File: config.mk
export PLATFORM = sky130hd
export DESIGN_NAME = beat_pattern_gen
export DESIGN_NICKNAME = d
export VERILOG_FILES = /design/src/rtl/hr_pkg.sv /design/src/rtl/interval_fifo.sv /design/src/rtl/beat_pattern_gen.sv
export SDC_FILE = /design/constraint.sdc
export NUM_CORES = 1
export LEC_CHECK = 0
export CAP_MARGIN = 20
export CORE_UTILIZATION = 58
export CTS_BUF_LIST = sky130_fd_sc_hd__clkbuf_4 sky130_fd_sc_hd__clkbuf_8 sky130_fd_sc_hd__clkbuf_16
export CTS_CLUSTER_SIZE = 30
export DETAILED_ROUTE_END_ITERATION = 8
export PLACE_DENSITY = 0.79
export SLEW_MARGIN = 5
export SYNTH_ARGS = -nofsm -noshare
export SYNTH_HDL_FRONTEND = slang
export SYNTH_SLANG_ARGS = --single-unit
File: constraint.sdc
create_clock -name clk -period 3.3 [get_ports clk]
set_input_delay 0.495 -clock clk [delete_from_list [all_inputs] [get_ports clk]]
set_output_delay 0.495 -clock clk [all_outputs]
set_load 0.01 [all_outputs]
File: src/rtl/hr_pkg.sv
// Shared types and constants for the heart-rhythm blocks: FSM state enum,
// default widths and the rate-class boundaries used by benches and patterns.
package hr_pkg;

    typedef enum logic {
        IDLE,
        COUNT
    } state_e;

    localparam int DEFAULT_MS_W    = 20;
    localparam int DEFAULT_COUNT_W = 16;

    localparam int TACHY_MS_MAX = 600;
    localparam int BRADY_MS_MIN = 1000;

endpackage

File: src/rtl/interval_fifo.sv
// Synchronous FIFO holding queued beat intervals. DEPTH must be a power of 2
// (minimum 2). Full/empty derive from the registered level only.
module interval_fifo #(
    parameter int WIDTH = 20,
    parameter int DEPTH = 4
) (
    input  logic                         clk,
    input  logic                         rst,
    input  logic                         push,
    input  logic                         pop,
    input  logic [WIDTH-1:0]             wr_data,
    output logic [WIDTH-1:0]             rd_data,
    output logic                         full,
    output logic                         empty,
    output logic [$clog2(DEPTH+1)-1:0]   level
);

    localparam int PTR_W = $clog2(DEPTH);
    localparam int LVL_W = $clog2(DEPTH + 1);

    logic [WIDTH-1:0] mem_q [DEPTH];
    logic [PTR_W-1:0] wr_ptr_q, wr_ptr_d;
    logic [PTR_W-1:0] rd_ptr_q, rd_ptr_d;
    logic [LVL_W-1:0] level_q, level_d;
    logic             do_push, do_pop;

    assign full    = (level_q == LVL_W'(DEPTH));
    assign empty   = (level_q == '0);
    assign level   = level_q;
    assign rd_data = mem_q[rd_ptr_q];
    assign do_push = push && !full;
    assign do_pop  = pop && !empty;

    // NOTE: every always_comb output gets a default first so no path can infer a latch.
    always_comb begin
        wr_ptr_d = wr_ptr_q;
        rd_ptr_d = rd_ptr_q;
        level_d  = level_q;
        if (do_push) wr_ptr_d = wr_ptr_q + PTR_W'(1);
        if (do_pop)  rd_ptr_d = rd_ptr_q + PTR_W'(1);
        case ({do_push, do_pop})
            2'b10:   level_d = level_q + LVL_W'(1);
            2'b01:   level_d = level_q - LVL_W'(1);
            default: level_d = level_q;
        endcase
    end

    // NOTE: state flops use non-blocking assignments so all of them update from the same pre-edge values.
    always_ff @(posedge clk) begin
        if (rst) begin
            wr_ptr_q <= '0;
            rd_ptr_q <= '0;
            level_q  <= '0;
        end else begin
            wr_ptr_q <= wr_ptr_d;
            rd_ptr_q <= rd_ptr_d;
            level_q  <= level_d;
        end
    end

    // NOTE: storage is deliberately not reset; the cleared level makes stale entries unreachable.
    always_ff @(posedge clk) begin
        if (do_push && !rst) mem_q[wr_ptr_q] <= wr_data;
    end

endmodule

File: src/rtl/beat_pattern_gen.sv
// Programmable heartbeat source: plays queued ms intervals as beat_pulse strobes
// timed on tick_1ms. Optional macro BEAT_REPEAT_EN adds repeat_last playback.
module beat_pattern_gen
    import hr_pkg::*;
#(
    parameter int MS_W       = DEFAULT_MS_W,
    parameter int COUNT_W    = DEFAULT_COUNT_W,
    parameter int FIFO_DEPTH = 4
) (
    input  logic                              clk,
    input  logic                              rst,
    input  logic                              tick_1ms,
    input  logic                              enable,
`ifdef BEAT_REPEAT_EN
    input  logic                              repeat_last,
`endif
    input  logic                              int_valid,
    output logic                              int_ready,
    input  logic [MS_W-1:0]                   int_ms,
    output logic                              beat_pulse,
    output logic                              busy,
    output logic                              underrun,
    output logic [$clog2(FIFO_DEPTH+1)-1:0]   fifo_level,
    output logic [COUNT_W-1:0]                beats_sent
);

    state_e             state_q, state_d;
    logic [MS_W-1:0]    ms_cnt_q, ms_cnt_d;
    logic [MS_W-1:0]    target_q, target_d;
    logic               beat_pulse_q, beat_pulse_d;
    logic [COUNT_W-1:0] beats_sent_q, beats_sent_d;
    logic               underrun_q, underrun_d;
    logic               fifo_pop, fifo_full, fifo_empty, repeat_on;
    logic [MS_W-1:0]    fifo_head;

`ifdef BEAT_REPEAT_EN
    assign repeat_on = repeat_last;
`else
    assign repeat_on = 1'b0;
`endif

    interval_fifo #(
        .WIDTH (MS_W),
        .DEPTH (FIFO_DEPTH)
    ) u_fifo (
        .clk     (clk),
        .rst     (rst),
        .push    (int_valid),
        .pop     (fifo_pop),
        .wr_data (int_ms),
        .rd_data (fifo_head),
        .full    (fifo_full),
        .empty   (fifo_empty),
        .level   (fifo_level)
    );

    always_comb begin
        state_d      = state_q;
        ms_cnt_d     = ms_cnt_q;
        target_d     = target_q;
        beat_pulse_d = 1'b0;
        beats_sent_d = beats_sent_q;
        underrun_d   = underrun_q;
        fifo_pop     = 1'b0;
        if (!enable) underrun_d = 1'b0;
        case (state_q)
            IDLE: begin
                if (enable && !fifo_empty) begin
                    fifo_pop = 1'b1;
                    target_d = fifo_head;
                    ms_cnt_d = '0;
                    state_d  = COUNT;
                end
            end
            COUNT: begin
                if (!enable) begin
                    state_d  = IDLE;
                    ms_cnt_d = '0;
                end else if (ms_cnt_q == target_q) begin
                    beat_pulse_d = 1'b1;
                    beats_sent_d = beats_sent_q + COUNT_W'(1);
                    ms_cnt_d     = '0;
                    if (!fifo_empty) begin
                        fifo_pop = 1'b1;
                        target_d = fifo_head;
                    end else if (!repeat_on) begin
                        state_d    = IDLE;
                        underrun_d = 1'b1;
                    end
                end else if (tick_1ms && !beat_pulse_q && (ms_cnt_q != '1)) begin
                    // Ticks landing on the beat cycle are dropped so the next interval starts clean.
                    ms_cnt_d = ms_cnt_q + MS_W'(1);
                end
            end
            default: state_d = IDLE;
        endcase
    end

    always_ff @(posedge clk) begin
        if (rst) begin
            state_q      <= IDLE;
            ms_cnt_q     <= '0;
            target_q     <= '0;
            beat_pulse_q <= 1'b0;
            beats_sent_q <= '0;
            underrun_q   <= 1'b0;
        end else begin
            state_q      <= state_d;
            ms_cnt_q     <= ms_cnt_d;
            target_q     <= target_d;
            beat_pulse_q <= beat_pulse_d;
            beats_sent_q <= beats_sent_d;
            underrun_q   <= underrun_d;
        end
    end

    assign int_ready  = !fifo_full;
    assign beat_pulse = beat_pulse_q;
    assign busy       = (state_q == COUNT);
    assign underrun   = underrun_q;
    assign beats_sent = beats_sent_q;

endmodule

==> metrics.md <==
| Metric | Value |
|---|---|
| ANT nets after route | 0 |
| Initial DRT Pass Iterations | 5 |
| M1 wire length | approximately 5600 um |
| Total length of routed met2 wires | 6260 um |
| Hold slack | 0.402 ns |
| Outcome | finished, final reports clean |
| Design area | 7600 sq um |
| CP peak stage delay | 0.47 ns |
| Max cap viols | 0 |
| Most common cell after layout, fill and taps aside | edfxtp_1 |
| Setup TNS | 0 ns |
| Synth Register Bits | 148 |
| Row cnt | 37 |
| Crit path launch type | flop |
| Start point of the critical path | ms_cnt_q[7] |
| Clock skew | 0.00932 ns |
| Ys Warns | 0 |
| Port bufs | 47 |
| Max IR drop VDD | 519 uV |
| Post-CTS resize count | 0 |
| Cells along the critical path | xnor2_1, nand4_1, nor3_2, a21oi_2, nor2_1, ha_1, inv_1, fa_1, xor2_1, or3_1, a21oi_1 |
| CP max FO | 6 |
| Slew headroom | around 33% |
| Clock Tree Root | clkbuf_8 |
| Crit path required time | ~3.8 ns |
| Post-CTS Setup Bufs | 0 |
| Final GP Congestion | 0.864 |
| IO Count | 48 |
| Worst Tran Pin Value | 1.00 ns |
| WL met3 | around 730 um |
| Synth cell types | 49 |
| Worst-skew pair later-pin latency | between 0.5 and 0.6 ns |
| Cell Area, Placed | 6990 sq um |
| Commonest non-fill, non-tap cells in the layout | 80 x edfxtp_1, 68 x dfxtp_1, 48 x a21oi_1, 46 x clkdlybuf4s50_1, 32 x nand2_1 |
| DRC Markers | 0 |
| Final Setup Violations | 0 |
| Vias | between 4000 and 5000 |
| Worst reg-to-reg setup slack | roughly 0.50 ns |
| Tmin final | 2.80 ns |
| Die W | roughly 110 um |
| Ys flop type | edfxtp_1 |
| Mean number of vias per cell | 6.08 |
| Hold path start | rst |
| Total GRT Usage | 24.5% |
| Die ar. | 11500 sq um |
| Pin count of the biggest net entering global routing | 45 |
| P_leak | 2.42 nW |
| Async S/R FF share, synth | 0% |
| H-tree depth | 4 |
| Clock buffer depth | 2 |
| Layout cell share with drive strength beyond 1 | 12.3% |
| Area grow syn2layout | 18.8% |
| 1st-iter DRT viols | just under 400 |
| Max layer used | met4 |
| Initial antenna violation count | 0 |
| Final period utilization | 84.8% |
| Reg2reg start | ms_cnt_q[7] |
| CTS tree | built |
| Number of global-route vias before repair | approximately 4300 |
| Post-CTS Hold Buffers | 0 |
| Worst EP arrival | 3.26 ns |
| Pwr dens | 721 nW/um^2 |
| Setup CP Type | reg2reg |
| Post-Syn Area per Cell | about 12 sq um |
| Final hold vios | 0 |
| EDFF count, synth | 80 |
| Clock edge transition at the registers on the reported setup and hold paths | 0.07 ns |
| Antenna diodes | 0 |
| Nets | approximately 600 |
| Routed WL | about 13000 um |
| Design Power | 5.48 mW |
| Slew Viols, Final | 0 |
| Core footprint | 10500 sq um |
| RSZ-0062 raised after global routing | no |
| Fmax | roughly 0.36 GHz |
| TritonCTS Buffers | 17 |
| Final HPWL DP | ~8000 um |
| Clk sinks | 148 |
| Hold Path Class | in2reg |
| DR WL/cell | 17.8 um |
| Syn Nets | 556 |
| FILL cells | 699 |
| First-pass GRT wire length | 21200 um |
| Seq/Total Area, Yosys | 58.8% |
| Die height | about 110 um |
| Total grt overflow | 0 |
| Initial Utilization | 60.9% |
| Post-Syn Area | about 6400 sq um |
| Slowest CP cell | nor3_2 |
| Cells after Synth | 523 |
| Critical Path End Type | flop |
metal layers:
layer | track usage (%) | vias up
li1 | - | 2080
met3 | 6.50 | 19
met5 | 0 | -
met1 | 31.2 | 2129
met2 | 40.3 | 145
met4 | 9.20 | 0
registers in the layout (all words and copies together), names as in the netlist, named ones only:
register         count
underrun             1
busy                 1
u_fifo.wr_ptr_q      2
ms_cnt_q            20
u_fifo.rd_ptr_q      2
target_q            20
u_fifo.mem_q        80
beat_pulse           1
beats_sent          16
u_fifo.level         3
power by group:
group	switching, mW	leakage (nW)	internal (mW)
clock	0.788	0.296	1.21
sequential	0.129	1.28	2.11
combinational	0.712	0.851	0.537
critical path, delay by kind of cell (launching register included):
kind	cells	cell delay, ns
flip-flops	1	0.46
AO/OA/AOI/OAI	2	0.27
AND/OR/NAND/NOR	4	1.04
adder cells (fa/ha/maj)	2	0.57
buffers and inverters	1	0.06
XOR/XNOR	2	0.34
stage by stage:
step                setup slack [ns]  util (%)  instances
global placement               0.584      66.5        687
finish                         0.501      72.3        719
global route                   0.272      72.3        719
detailed placement             0.528      66.5        687
floorplan                      0.640         -        523
CTS                            0.522      72.3        719
final cells by class:
class                   instances  area, sq um  share of cell area, %
clock buffers                  20          443                   5.83
clock inverters                12          169                   2.22
inverters                      13         48.8                  0.642
multi-input cells             333         2460                   32.4
flip-flops and latches        148         3760                   49.5
well taps                     136          170                   2.24
repair buffers                 57          541                   7.11
path summary, 6_finish.rpt:
kind / endpoint / cells after the start
setup / recovery: u_fifo.level[2] / 11
hold / removal: u_fifo.level[0] / 2
setup reg to reg: u_fifo.level[2] / 11
hold reg to reg: underrun / 2
cell families after synthesis:
| family | after synthesis | synth area share, % |
|---|---|---|
| compound gates | 111 | 10.4 |
| xor+xnor | 25 | 3.42 |
| fa+ha+maj | 8 | 1.68 |
| buf+inv | 42 | 2.72 |
| flops | 148 | 58.8 |
| mux | 34 | 9.23 |
| simple gates | 155 | 13.7 |
synth_stat cells (2+ instances only):
library cell | number | area share [%]
edfxtp_1 | 80 | 38
dfxtp_1 | 68 | 21
a21oi_1 | 49 | 3.8
nand2_1 | 32 | 1.9
o21ai_0 | 28 | 2.2
xnor2_1 | 22 | 3.0
clkbuf_1 | 20 | 1.2
mux4_2 | 20 | 7.0
nand3b_1 | 20 | 2.3
nand3_1 | 18 | 1.4
nor2_1 | 17 | 1.0
mux2i_1 | 14 | 2.2
nand4_1 | 14 | 1.4
inv_1 | 13 | 0.76
nand2b_1 | 13 | 1.3
or4_1 | 11 | 1.3
o31ai_1 | 9 | 1.1
ha_1 | 7 | 1.4
or3_1 | 7 | 0.68
a31oi_1 | 6 | 0.59
and2_1 | 6 | 0.59
and3_1 | 5 | 0.49
a211oi_1 | 4 | 0.47
buf_2 | 4 | 0.31
nor4_1 | 4 | 0.39
a2111oi_0 | 3 | 0.41
buf_1 | 3 | 0.18
xor2_1 | 3 | 0.41
o31a_1 | 2 | 0.27
or3b_2 | 2 | 0.27
No activity file was read; power rests on OpenSTA's default activity.
==> patch, RTL diff (same flow settings) <==
The option `BEAT_REPEAT_EN` is turned on by a define.
--- a/src/rtl/beat_pattern_gen.sv
+++ b/src/rtl/beat_pattern_gen.sv
@@ -2,2 +2,4 @@
 // timed on tick_1ms. Optional macro BEAT_REPEAT_EN adds repeat_last playback.
+`define BEAT_REPEAT_EN
+
 module beat_pattern_gen
Ports: changed (added repeat_last); port bits go from 48 to 49. The function was not compared with the original's and may differ.
==> patch against the unedited design <==
Non-clock buffer count shrank 1; worst setup slack improved by 0.12 ns; synthesized area fell by 1.9%; die area down 1.8%; synthesized cell count decreased by 6.9%; routed wire length down 9.8%; design area is 1.9% lower; combinational power rose by 19%; sequential cell count unchanged; worst hold slack improved by 0.090 ns; power is 3.9% higher; critical path type unchanged.
==> patch: results (changes against the unedited design) <==
Logic synthesis
  • Largest family of logic cells by synthesized area: simple AND/OR/NAND/NOR gates
  • Synth top area share: 0.3827 (+0.007185)
  • Distinct cells, synth: 47 (-4.1%)
  • Top cells by area, synth: edfxtp_1, dfxtp_1, mux4_2
  • Synth cell count leaders: edfxtp_1, dfxtp_1, nor2_1
  • Syn Nets: 521 (-6.3%)
  • Adder-cell share of the synthesized area: 0.01714 (+0.0003218)
  • Synth warn: 0 (unchanged)
  • FFs w/ async S/R, synth: 0 (unchanged)
  • Mux cell area share after synthesis: 0.1164 (+0.02409)
  • Post-Syn Area per Cell: 12.89 µm² (+5.4%)
  • XOR/XNOR Fraction of Synth Area: 0.04724 (+0.01301)
  • Complex-gate fraction of the synthesized area: 0.05501 (-0.04904)
  • Sequential share of the synthesized area: 0.5996 (+0.01126)
  • Post-synth EDFFs: 80 (unchanged)

Place
  • Gpl congestion: 0.8370 (-3.1%)
  • Placed cells: 658 (-4.2%)
  • DP Area: 6868 µm² (-1.7%)
  • Detailed Place HPWL: 7605 µm (-4.8%)
  • Dpl ws: 0.4761 ns (-0.05235 ns)
  • PortBufs: 48 (+2.1%)

Drt
  • Initial detailed-routing violation count: 254 (-35%)
  • Routed WL: 11540 µm (-9.8%)
  • Vias per cell: 5.845 (-3.9%)
  • DR pass1 iterations: 4 (-1)
  • DRC Markers: 0 (unchanged)

Power and ir drop
  • Leak: 2.466 nW (+1.7%)
  • Total Power Consumption: 5.695 mW (+3.9%)
  • Reported clock group power: 1.89 mW (-5%)
  • Max IR drop VDD: 577.4 µV (+11%)
  • Net Sw Power: 1.704 mW (+4.7%)
  • Share of power burned in combinational logic: 0.261 (+0.033)

Cells and area
  • Final cell count without fillers: 690 (-4.0%)
  • Ant. Diodes: 0 (unchanged)
  • Fill cells: 707 (+1.1%)
  • Fin util: 0.7158 (-0.007266)
  • Layout cells sized above 1: 0.1264 (+0.002855)
  • Final net count: 575 (-4.6%)
  • Largest regs: u_fifo.mem_q (80), ms_cnt_q (20), target_q (20)

Setup path
  • CP arrival: 3.12 ns (-0.14 ns)
  • Worst-path fanout max: 5 (-1)
  • Max stage delay on crit path: 0.42 ns (-0.05 ns)
  • CP max-delay cell: or3_4

STA
  • Final setup skew: 0.01427 ns (+0.004941 ns)
  • Worst Tran Pin Value: 1.050 ns (+0.04519 ns)

CTS
  • Clock Pin Slew Worst Setup and Hold Paths: 0.06 ns
  • Max Root-Sink Buffers: 2 (unchanged)
  • Htree depth: 4 (unchanged)
  • Clock Tree Root: clkbuf_8
  • Clk Latency, worst-skew pair: 0.52 ns
  • Post-CTS Resized: 0 (unchanged)
  • Number of CTS-inserted buffers: 17 (unchanged)

Global routing
  • First-pass GRT wire length: 18980 µm (-11%)
  • Global Route Usage Sum: 0.2248 (-0.02050)
  • Largest net degree at the start of global routing: 27 (-40%)
  • Vias in the first global route: 3897 (-9.5%)
  • Initial antenna violation count: 0 (unchanged)

Hold path
  • Worst min-delay path class: reg -> reg

Run status
  • Outcome: finished clean
patch: cell count changes after synthesis, moves of 14 or more:
cell      unedited run  this run
a21oi_1             49        29
nand3b_1            20         1
nor2_1              17        36
mux2i_1             14        28
patch: final cells by class:
| type | instances | area share |
|---|---|---|
| clock inverter | 13 | 0.02131 |
| clock buffer | 19 | 0.05756 |
| multi-input combinational | 307 | 0.3150 |
| sequential | 148 | 0.5048 |
| inverter | 11 | 0.005538 |
| timing repair buffer | 56 | 0.07300 |
| tap | 136 | 0.02282 |
patch: cell families after synthesis:
| group | after synthesis |
|---|---|
| and+or+nand+nor | 160 |
| DFF | 148 |
| AOI/OAI and AO/OA | 58 |
| muxes | 48 |
| xor gates and xnor gates | 33 |
| buffers and inverters | 32 |
| adders and majority gates | 8 |
patch: layer usage:
layer  routed length (µm)  global-route usage
met1                 5086              0.2864
met2                 5766              0.3725
met3                  486             0.05150
met4                  201             0.09226
met5                    0                   0
patch: worst paths after layout:
check / to / cells past startpoint / from / slack, ns
worst max-delay path: u_fifo.level[2]$_SDFFE_PP0P_ / 10 / u_fifo.level[0]$_SDFFE_PP0P_ / 0.62
worst min-delay path: beats_sent[15]$_SDFFE_PP0P_ / 2 / beats_sent[15]$_SDFFE_PP0P_ / 0.49
worst max register to register: u_fifo.level[2]$_SDFFE_PP0P_ / 10 / u_fifo.level[0]$_SDFFE_PP0P_ / 0.62
worst min register to register: beats_sent[15]$_SDFFE_PP0P_ / 2 / beats_sent[15]$_SDFFE_PP0P_ / 0.49
patch: critical path, delay by kind of cell (launching register included):
kind,cells,cell delay [ns]
fa+ha+maj,2,0.63
simple gates,4,1.03
buf+inv,1,0.06
xor+xnor,1,0.14
compound gates,2,0.39
flops,1,0.37
